**src/rtl/lector_contadores_pkg.sv**
```systemverilog
// Shared definitions for the pop-counter reader: sweep states and default widths.
package lector_contadores_pkg;

    typedef enum logic [2:0] {
        REPOSO,
        ARMAR,
        PEDIR,
        ESPERAR,
        FIN
    } estado_t;

    localparam int unsigned CNT_W_DEF = 5;
    localparam int unsigned N_IDX_DEF = 4;
    localparam int unsigned IDX_W     = 2;

endpackage

```
**src/rtl/lector_contadores_temporizador.sv**
```systemverilog
// Small watchdog counter: clear, increment, and a flag raised when the next
// increment lands on the terminal count TC.
module temporizador #(
    parameter int unsigned W  = 4,
    parameter int unsigned TC = 4
) (
    input  logic clk,
    input  logic reset,
    input  logic clr,
    input  logic inc,
    output logic ultimo
);

    logic [W-1:0] cuenta;

    // Clear has priority over increment.
    always_ff @(posedge clk or negedge reset) begin
        if (!reset) begin
            cuenta <= '0;
        end else if (clr) begin
            cuenta <= '0;
        end else if (inc) begin
            cuenta <= cuenta + 1'b1;
        end
    end

    // Looks one step ahead so the owner can act on the very increment that
    // reaches TC.
    assign ultimo = (cuenta == W'(TC - 1));

endmodule

```
**src/rtl/lector_contadores.sv**
```systemverilog
// Requester-side sweep of the pop-counter read interface: asks for each counter
// in turn while the system is idle, captures the answers and reports their sum.
module lector_contadores
    import lector_contadores_pkg::*;
#(
    parameter int unsigned CNT_W   = CNT_W_DEF,
    parameter int unsigned N_IDX   = N_IDX_DEF,
    parameter int unsigned TIMEOUT = 4
) (
    input  logic             clk,
    input  logic             reset,
    input  logic             start,
    input  logic             IDLE,
    input  logic             valid_contador,
    input  logic [CNT_W-1:0] contador_out,
    output logic             req,
    output logic [IDX_W-1:0] idx,
    output logic [CNT_W-1:0] cnt0,
    output logic [CNT_W-1:0] cnt1,
    output logic [CNT_W-1:0] cnt2,
    output logic [CNT_W-1:0] cnt3,
    output logic [CNT_W+1:0] total,
    output logic             busy,
    output logic             done,
    output logic             error
);

    estado_t          estado;
    logic [IDX_W-1:0] ptr;
    logic             ok;
    logic [CNT_W-1:0] cnt_q [4];
    logic [CNT_W-1:0] cnt_d [4];
    logic [CNT_W+1:0] suma;
    logic             captura;
    logic             tmr_clr;
    logic             tmr_inc;
    logic             tmr_ultimo;

    assign captura = (estado == ESPERAR) && ok && valid_contador;
    assign tmr_clr = (estado == PEDIR);
    assign tmr_inc = (estado == ESPERAR) && ok && !valid_contador;

    temporizador #(
        .W  (4),
        .TC (TIMEOUT)
    ) u_temporizador (
        .clk    (clk),
        .reset  (reset),
        .clr    (tmr_clr),
        .inc    (tmr_inc),
        .ultimo (tmr_ultimo)
    );

    // Next counter values, so total can be formed on the same edge as the
    // final capture and be valid together with done.
    always_comb begin
        cnt_d = cnt_q;
        if (captura) begin
            cnt_d[ptr] = contador_out;
        end
        suma = {2'b00, cnt_d[0]} + {2'b00, cnt_d[1]}
             + {2'b00, cnt_d[2]} + {2'b00, cnt_d[3]};
    end

    // Sweep sequencer with registered outputs.
    always_ff @(posedge clk or negedge reset) begin
        if (!reset) begin
            estado <= REPOSO;
            ptr    <= '0;
            ok     <= 1'b0;
            cnt_q  <= '{default: '0};
            req    <= 1'b0;
            idx    <= '0;
            total  <= '0;
            busy   <= 1'b0;
            done   <= 1'b0;
            error  <= 1'b0;
        end else begin
            done  <= 1'b0;
            cnt_q <= cnt_d;
            case (estado)
                REPOSO: begin
                    req <= 1'b0;
                    if (start) begin
                        estado <= ARMAR;
                        busy   <= 1'b1;
                        error  <= 1'b0;
                        ptr    <= '0;
                    end
                end
                ARMAR: begin
                    if (IDLE) begin
                        idx    <= ptr;
                        req    <= 1'b1;
                        estado <= PEDIR;
                    end
                end
                PEDIR: begin
                    req    <= 1'b0;
                    ok     <= IDLE;
                    estado <= ESPERAR;
                end
                ESPERAR: begin
                    if (!ok) begin
                        estado <= ARMAR;
                    end else if (valid_contador) begin
                        if (ptr == IDX_W'(N_IDX - 1)) begin
                            total  <= suma;
                            done   <= 1'b1;
                            estado <= FIN;
                        end else begin
                            ptr    <= ptr + 1'b1;
                            estado <= ARMAR;
                        end
                    end else if (tmr_ultimo) begin
                        error  <= 1'b1;
                        total  <= suma;
                        done   <= 1'b1;
                        estado <= FIN;
                    end
                end
                FIN: begin
                    busy   <= 1'b0;
                    estado <= REPOSO;
                end
                default: estado <= REPOSO;
            endcase
        end
    end

    assign cnt0 = cnt_q[0];
    assign cnt1 = cnt_q[1];
    assign cnt2 = cnt_q[2];
    assign cnt3 = cnt_q[3];

endmodule

```
**config.mk**
```make
export PLATFORM = sky130hd
export DESIGN_NAME = lector_contadores
export DESIGN_NICKNAME = d
export VERILOG_FILES = /design/src/rtl/lector_contadores_pkg.sv /design/src/rtl/lector_contadores_temporizador.sv /design/src/rtl/lector_contadores.sv
export SDC_FILE = /design/constraint.sdc
export NUM_CORES = 1
export LEC_CHECK = 0
export ABC_AREA = 1
export BUFFER_PORTS_ARGS = -buffer_cell sky130_fd_sc_hd__buf_2
export CAP_MARGIN = 20
export CORE_ASPECT_RATIO = 1.2
export CORE_MARGIN = 5
export CORE_UTILIZATION = 40
export CTS_CLUSTER_DIAMETER = 120
export DETAILED_ROUTE_END_ITERATION = 8
export PLACE_DENSITY = 0.72
export SLEW_MARGIN = 20
export SYNTH_ARGS = -nofsm -noshare
export SYNTH_HDL_FRONTEND = slang
export SYNTH_SLANG_ARGS = --single-unit
```
**constraint.sdc**
```tcl
create_clock -name clk -period 3.3 [get_ports clk]
set_clock_uncertainty 0.15 [all_clocks]
set_input_delay 0.33 -clock clk [delete_from_list [all_inputs] [get_ports clk]]
set_output_delay 0.33 -clock clk [all_outputs]
set_load 0.02 [all_outputs]
```
# Word level (Yosys, flattened, before mapping)
# Cells that the tools add are included.
[op_classes]
bitwise = 1
magnitude_cmp = 2
addsub = 5
mux = 35
reduce_logical = 19
eq_ne = 15
[ops]
columns = ["op", "count"]
rows = [
  ["$mux 7", 3],
  ["$bwmux 20", 1],
  ["$mux 20", 1],
  ["$mux 3", 6],
  ["$ne 2x2->1 const B", 7],
  ["$pmux 3 s4", 1],
  ["$mux 1", 11],
  ["$demux 5 s2", 1],
  ["$reduce_and 5->1", 2],
  ["$reduce_bool 2->1", 5],
  ["$mux 2", 4],
  ["$mux 4", 2],
  ["$add 6x5->7", 1],
  ["$add 7x5->7", 1],
  ["$add 5x5->6", 1],
  ["$eq 3x2->1 const B", 2],
  ["$pmux 1 s2", 3],
  ["$reduce_and 2->1", 3],
  ["$mux 5", 1],
  ["$add 4x1->4 const B", 1],
  ["$eq 4x2->1 const B", 1],
  ["$logic_and 1x1->1", 4],
  ["$ne 4x4->1 const B", 1],
  ["$pmux 2 s2", 1],
  ["other kinds (13)", 13],
]
[totals]
wordCells = 91
output_inout_bits = 33
input_bits = 10
ff_bits = 43

# Longest topological paths before layout
[depth]
ltp_word = 12
depth_mapped = 17
depth_no_buf = 17

# Cells and area by module
# Synthesis repeated with hierarchy kept, for this count alone.
[unflattened]
hier_cells = 334
area_unflattened_um2 = 2598.7
[modules_own_cells]
columns = ["module", "cells_per_inst", "n_inst", "seq_area_each_um2", "area_each_um2"]
rows = [
  ["lector_contadores", 309, 1, 975.9, 2389.8],
  ["temporizador", 25, 1, 100.1, 209.0],
]

# Least setup slack after synthesis
# No wires, ideal clock.
[synth_timing]
path_kind = "reg2reg"
startpoint = "register estado[2]"
endpoint = "register total[5]"
setup_slack_ns = -0.028
n_path_buf = 0
synth_period_minus_slack_ns = 3.328
t_arrival_ns = 3.062
path_stages_with_launch = 16
path_cell_list = "dfrtp_1 inv_1 nand3_4 nor2_8 nand2_4 o21ai_0 fa_1 fa_1 ha_1 fa_1 nand3_1 nand2_1 nand2_1 nand2_1 nand2_1 nand2_1"
[synth_rtl]
columns = ["item", "line_no", "text"]
rows = [
  ["start, declared", "lector_contadores.sv:28", "estado_t estado;"],
  ["start signal, assigned", "lector_contadores.sv:68", "estado <= REPOSO;"],
  ["start signal, assigned", "lector_contadores.sv:85", "estado <= ARMAR;"],
  ["start signal, assigned", "lector_contadores.sv:95", "estado <= PEDIR;"],
  ["end signal, assigned", "lector_contadores.sv:108", "total <= suma;"],
  ["end signal, assigned", "lector_contadores.sv:117", "total <= suma;"],
  ["end, declared", "lector_contadores.sv:22", "output logic [CNT_W+1:0] total,"],
]

# Worst setup path after layout
[layout_timing]
startpoint = "register estado[2]"
endpoint = "register total[5]"
[layout_between]
elab_chain_cells = 9
[layout_rtl]
columns = ["item", "line_no", "text"]
rows = [
  ["$eq 3x2->1 *", "lector_contadores.sv:39, lector_contadores.sv:81", ""],
  ["$logic_and 1x1->1 (2 in a row)", "lector_contadores.sv:39", "assign captura = (estado == ESPERAR) && ok && valid_contador;"],
  ["$mux 20", "lector_contadores.sv:58", "if (captura) begin"],
  ["$add 5x5->6", "lector_contadores.sv:61", "suma = {2'b00, cnt_d[0]} + {2'b00, cnt_d[1]}"],
  ["$add 6x5->7", "lector_contadores.sv:62", "+ {2'b00, cnt_d[2]} + {2'b00, cnt_d[3]};"],
  ["$add 7x5->7", "lector_contadores.sv:62", ""],
  ["$mux 7 (on tied branches)", "lector_contadores.sv:115, lector_contadores.sv:107", ""],
  ["$mux 7", "lector_contadores.sv:106", "end else if (valid_contador) begin"],
]
# Mark *: on every way between the ends. The rest lies on a longest branch, timed or not. The select of a mux whose other input is x is not followed.
# A chain may end at the register's enable or synchronous reset.

==> impl_metrics.ini <==
[clocking]
insertion_delay_ps = 300
htree_levels = 2
tritoncts = built
cts-root-buf = clkbuf_8
cts_num_sinks = 43
clk_pin_slew_worst_paths_ps = 80
cts_buffers = 5
ctsLongestPathBuffers = 2

[worst_setup_path]
critPathArrivalTime_ps = 3260
crit_path_frequent_cell = nand2_1
crit_chain = inv_2, nand3_4, nor2_8, nand2_8, buf_6, buf_6, o21ai_4, fa_2, inv_2, fa_1, ha_2, fa_2, nand3_2, nand2_1, nand2_1, nand2_1, nand2_1, nand2_1
end_kind = flop
max_stage_delay_ps = 460
critPathMaxFanout = 7
crit_type = flop to flop
crit_path_start_kind = flop
slowest_stage = fa_1
cp.required_ps = 3340

[synthesis]
synth.most_common_cell = nand2_1
synth_edf_count = 0
synth-xor-area-share_pct = 0.722
synth-compound-area-share_pct = 8.62
yosys-top-cells-area = dfrtp_1 (44%), nand2_1 (12%), inv_1 (8.5%)
synth_cell_type_count = 22
ys_seq_area_share_pct = 44.4
synth-warning-count = 0
syn_nets = 305
yosys.area.top_type = dfrtp_1
synth_top_family_by_area = simple AND/OR/NAND/NOR gates
synthAdderAreaFrac_pct = 13.9
synthCells = 274
ys_ff_latch = 43
synth_area_per_cell_um2 = 8.85
synth_top_area_share_pct = 44.4
async_reset_ff_share_pct = 100
synth-simple-area-share_pct = 23.2
synth.area.mux_share_pct = 0
synth_common_cells = nand2_1 (75), inv_1 (55), dfrtp_1 (43), nand3_1 (27), o21ai_0 (14)
syn_area_um2 = 2420
synthFlopType = dfrtp_1

[power_and_ir_drop]
power_switching_mw = 1.27
power_frac_comb_pct = 61.5
p_int_mw = 1.50
p_leak_nw = 1.69
total_power_mw = 2.78
power_density_nw_per_um2 = 888
ir_drop_uv = 491
clock_power_share_pct = 11.7
switching_share_pct = 45.8
p_seq_share_pct = 26.8

[die]
initial_core_util_pct = 40.6
rows = 31
io_pins = 43
die_h_um = 95.3
coreArea_um2 = 5970
die_area_um2 = 7730
die_x_um = 81.1

[timing]
max_freq_mhz = 310
setup_viol = 0
tightest_slew_ps = 557
fin_crit_ps = 3220
grt_setup_unrepaired = yes
period_share_pct = 97.7
maxSlewViolCount = 0
maxSlewHeadroom_pct = 62.9
finalHoldViolations = 0
hold_ws_ps = 144

[global_routing]
grt_max_degree = 44
grt_pass1_wl_um = 9170
antenna_found_initial = 0
grt_pass1_vias = 2037
gr-total-overflow = 0
grt.total_usage_pct = 15.5

[finish]
num_antenna_cells = 0
final_nets = 381
finalNonFillerCells = 431
fill_cells = 568
drive_gt1_share_pct = 32.4
syn2layout_area_growth_pct = 28.8

[routing]
vias = 2033
finalWirelength_um = 5650
vias_per_cell = 4.72
antenna_left = 0
detail_route.iter0.violations = 84
drtPass1Iterations = 4
route.detailed.drc = 0
wire_per_inst_um = 13.1

[placed_design]
port_buffers = 42
hpwlAfterDp_um = 4110
gp_congestion = 0.803
dp_cells = 416

[hold_path]
hold_path_class = input port to flop

[run_status]
outcome = completed

[run]
max-cap-violations = 0
what timing repair did:
item	CTS	global route
setup endpoints to repair	1	5
pin swaps	1	21
hold buffers	0	1
buffers inserted	0	8
resized for setup	7	21
endpoints found under the hold margin	0	43
critical path: cells and delay by family (launching register included):
| family | cells | cell delay, ps |
|---|---|---|
| compound gates | 1 | 150 |
| fa+ha+maj | 4 | 1300 |
| simple gates | 9 | 730 |
| buf+inv | 4 | 370 |
| flops | 1 | 400 |
sequential cells by signal (all words and copies together) (netlist names):
signal                 cells
idx                        2
cnt1                       5
cnt0                       5
error                      1
done                       1
ptr                        2
ok                         1
busy                       1
total                      7
u_temporizador.cuenta      4
req                        1
cnt2                       5
cnt3                       5
estado                     3
final timing paths:
| check | endpoint | from | slack, ps | cells past startpoint |
|---|---|---|---|---|
| max | total[5]$_DFFE_PN0P_ | estado[2]$_DFFE_PN0P_ | 80 | 18 |
| min | cnt0[2]$_DFF_PN0_ | contador_out[2] | 140 | 3 |
| max reg2reg | total[5]$_DFFE_PN0P_ | estado[2]$_DFFE_PN0P_ | 80 | 18 |
| min reg2reg | req$_DFFE_PN0P_ | req$_DFFE_PN0P_ | 330 | 2 |
| max in group asynchronous | cnt1[1]$_DFF_PN0_ | reset | 2200 | 2 |
| min in group asynchronous | cnt2[3]$_DFF_PN0_ | reset | 420 | 2 |
layer usage:
layer,vias to the layer above,track usage [%],part of all wire [%],wire (µm)
met5,-,0,0,0
met4,0,6.34,1.9,107
met3,10,3.02,3.2,182
met2,42,28.2,54,3060
met1,982,17.7,41,2300
li1,999,-,-,-
metrics by stage:
step / setup slack, ps / utilization (%) / cell area (µm²) / TNS [ps]
final: 76.3 / 52.3 / 3120 / 0
after global routing: -50.5 / 52.3 / 3120 / -106
after CTS: 13.6 / 49.9 / 2980 / 0
after detailed placement: -115 / 48.0 / 2870 / -115
after global placement: -34.8 / 48.0 / 2870 / -34.8
after floorplan: 3.86 / - / 2420 / 0
power groups by stage:
stage                     Combinational, mW  Sequential, mW  Clock, mW
final                                  1.71           0.745      0.324
after global routing                   1.90           0.764      0.357
after CTS                              1.56           0.746      0.327
after detailed placement               1.44           0.756          0
after global placement                 1.41           0.752          0
after floorplan                       0.881           0.870          0
layout by cell type (no fill, tap or decap), types with 3 or more instances in the layout:
| cell | instances |
|---|---|
| nand2_1 | 72 |
| inv_1 | 52 |
| dfrtp_1 | 43 |
| buf_2 | 41 |
| nand3_1 | 26 |
| buf_4 | 26 |
| o21ai_2 | 11 |
| o21ai_0 | 10 |
| fa_1 | 8 |
| ha_1 | 7 |
| nor2_1 | 5 |
| clkbuf_8 | 5 |
| inv_2 | 4 |
| o21ai_1 | 4 |
| nand2_2 | 4 |
| nand2_4 | 3 |
final cells by class:
type / instances / area (µm²) / area share [%]
Clock buffer: 5 / 68.8 / 2.20
Multi-Input combinational cell: 174 / 1230 / 39.2
Tap cell: 82 / 103 / 3.28
Inverter: 56 / 210 / 6.73
Timing Repair Buffer: 70 / 433 / 13.9
Clock inverter: 1 / 7.51 / 0.240
Sequential cell: 43 / 1080 / 34.4
kinds of logic (layout without fill, tap and decap cells):
group / Yosys count / in the layout
AOI/OAI and AO/OA: 33 / 33
xor gates and xnor gates: 2 / 2
adders and majority gates: 21 / 21
buffers and inverters: 57 / 132
DFF: 43 / 43
and+or+nand+nor: 118 / 118
Power figures use the tool's default switching activity.
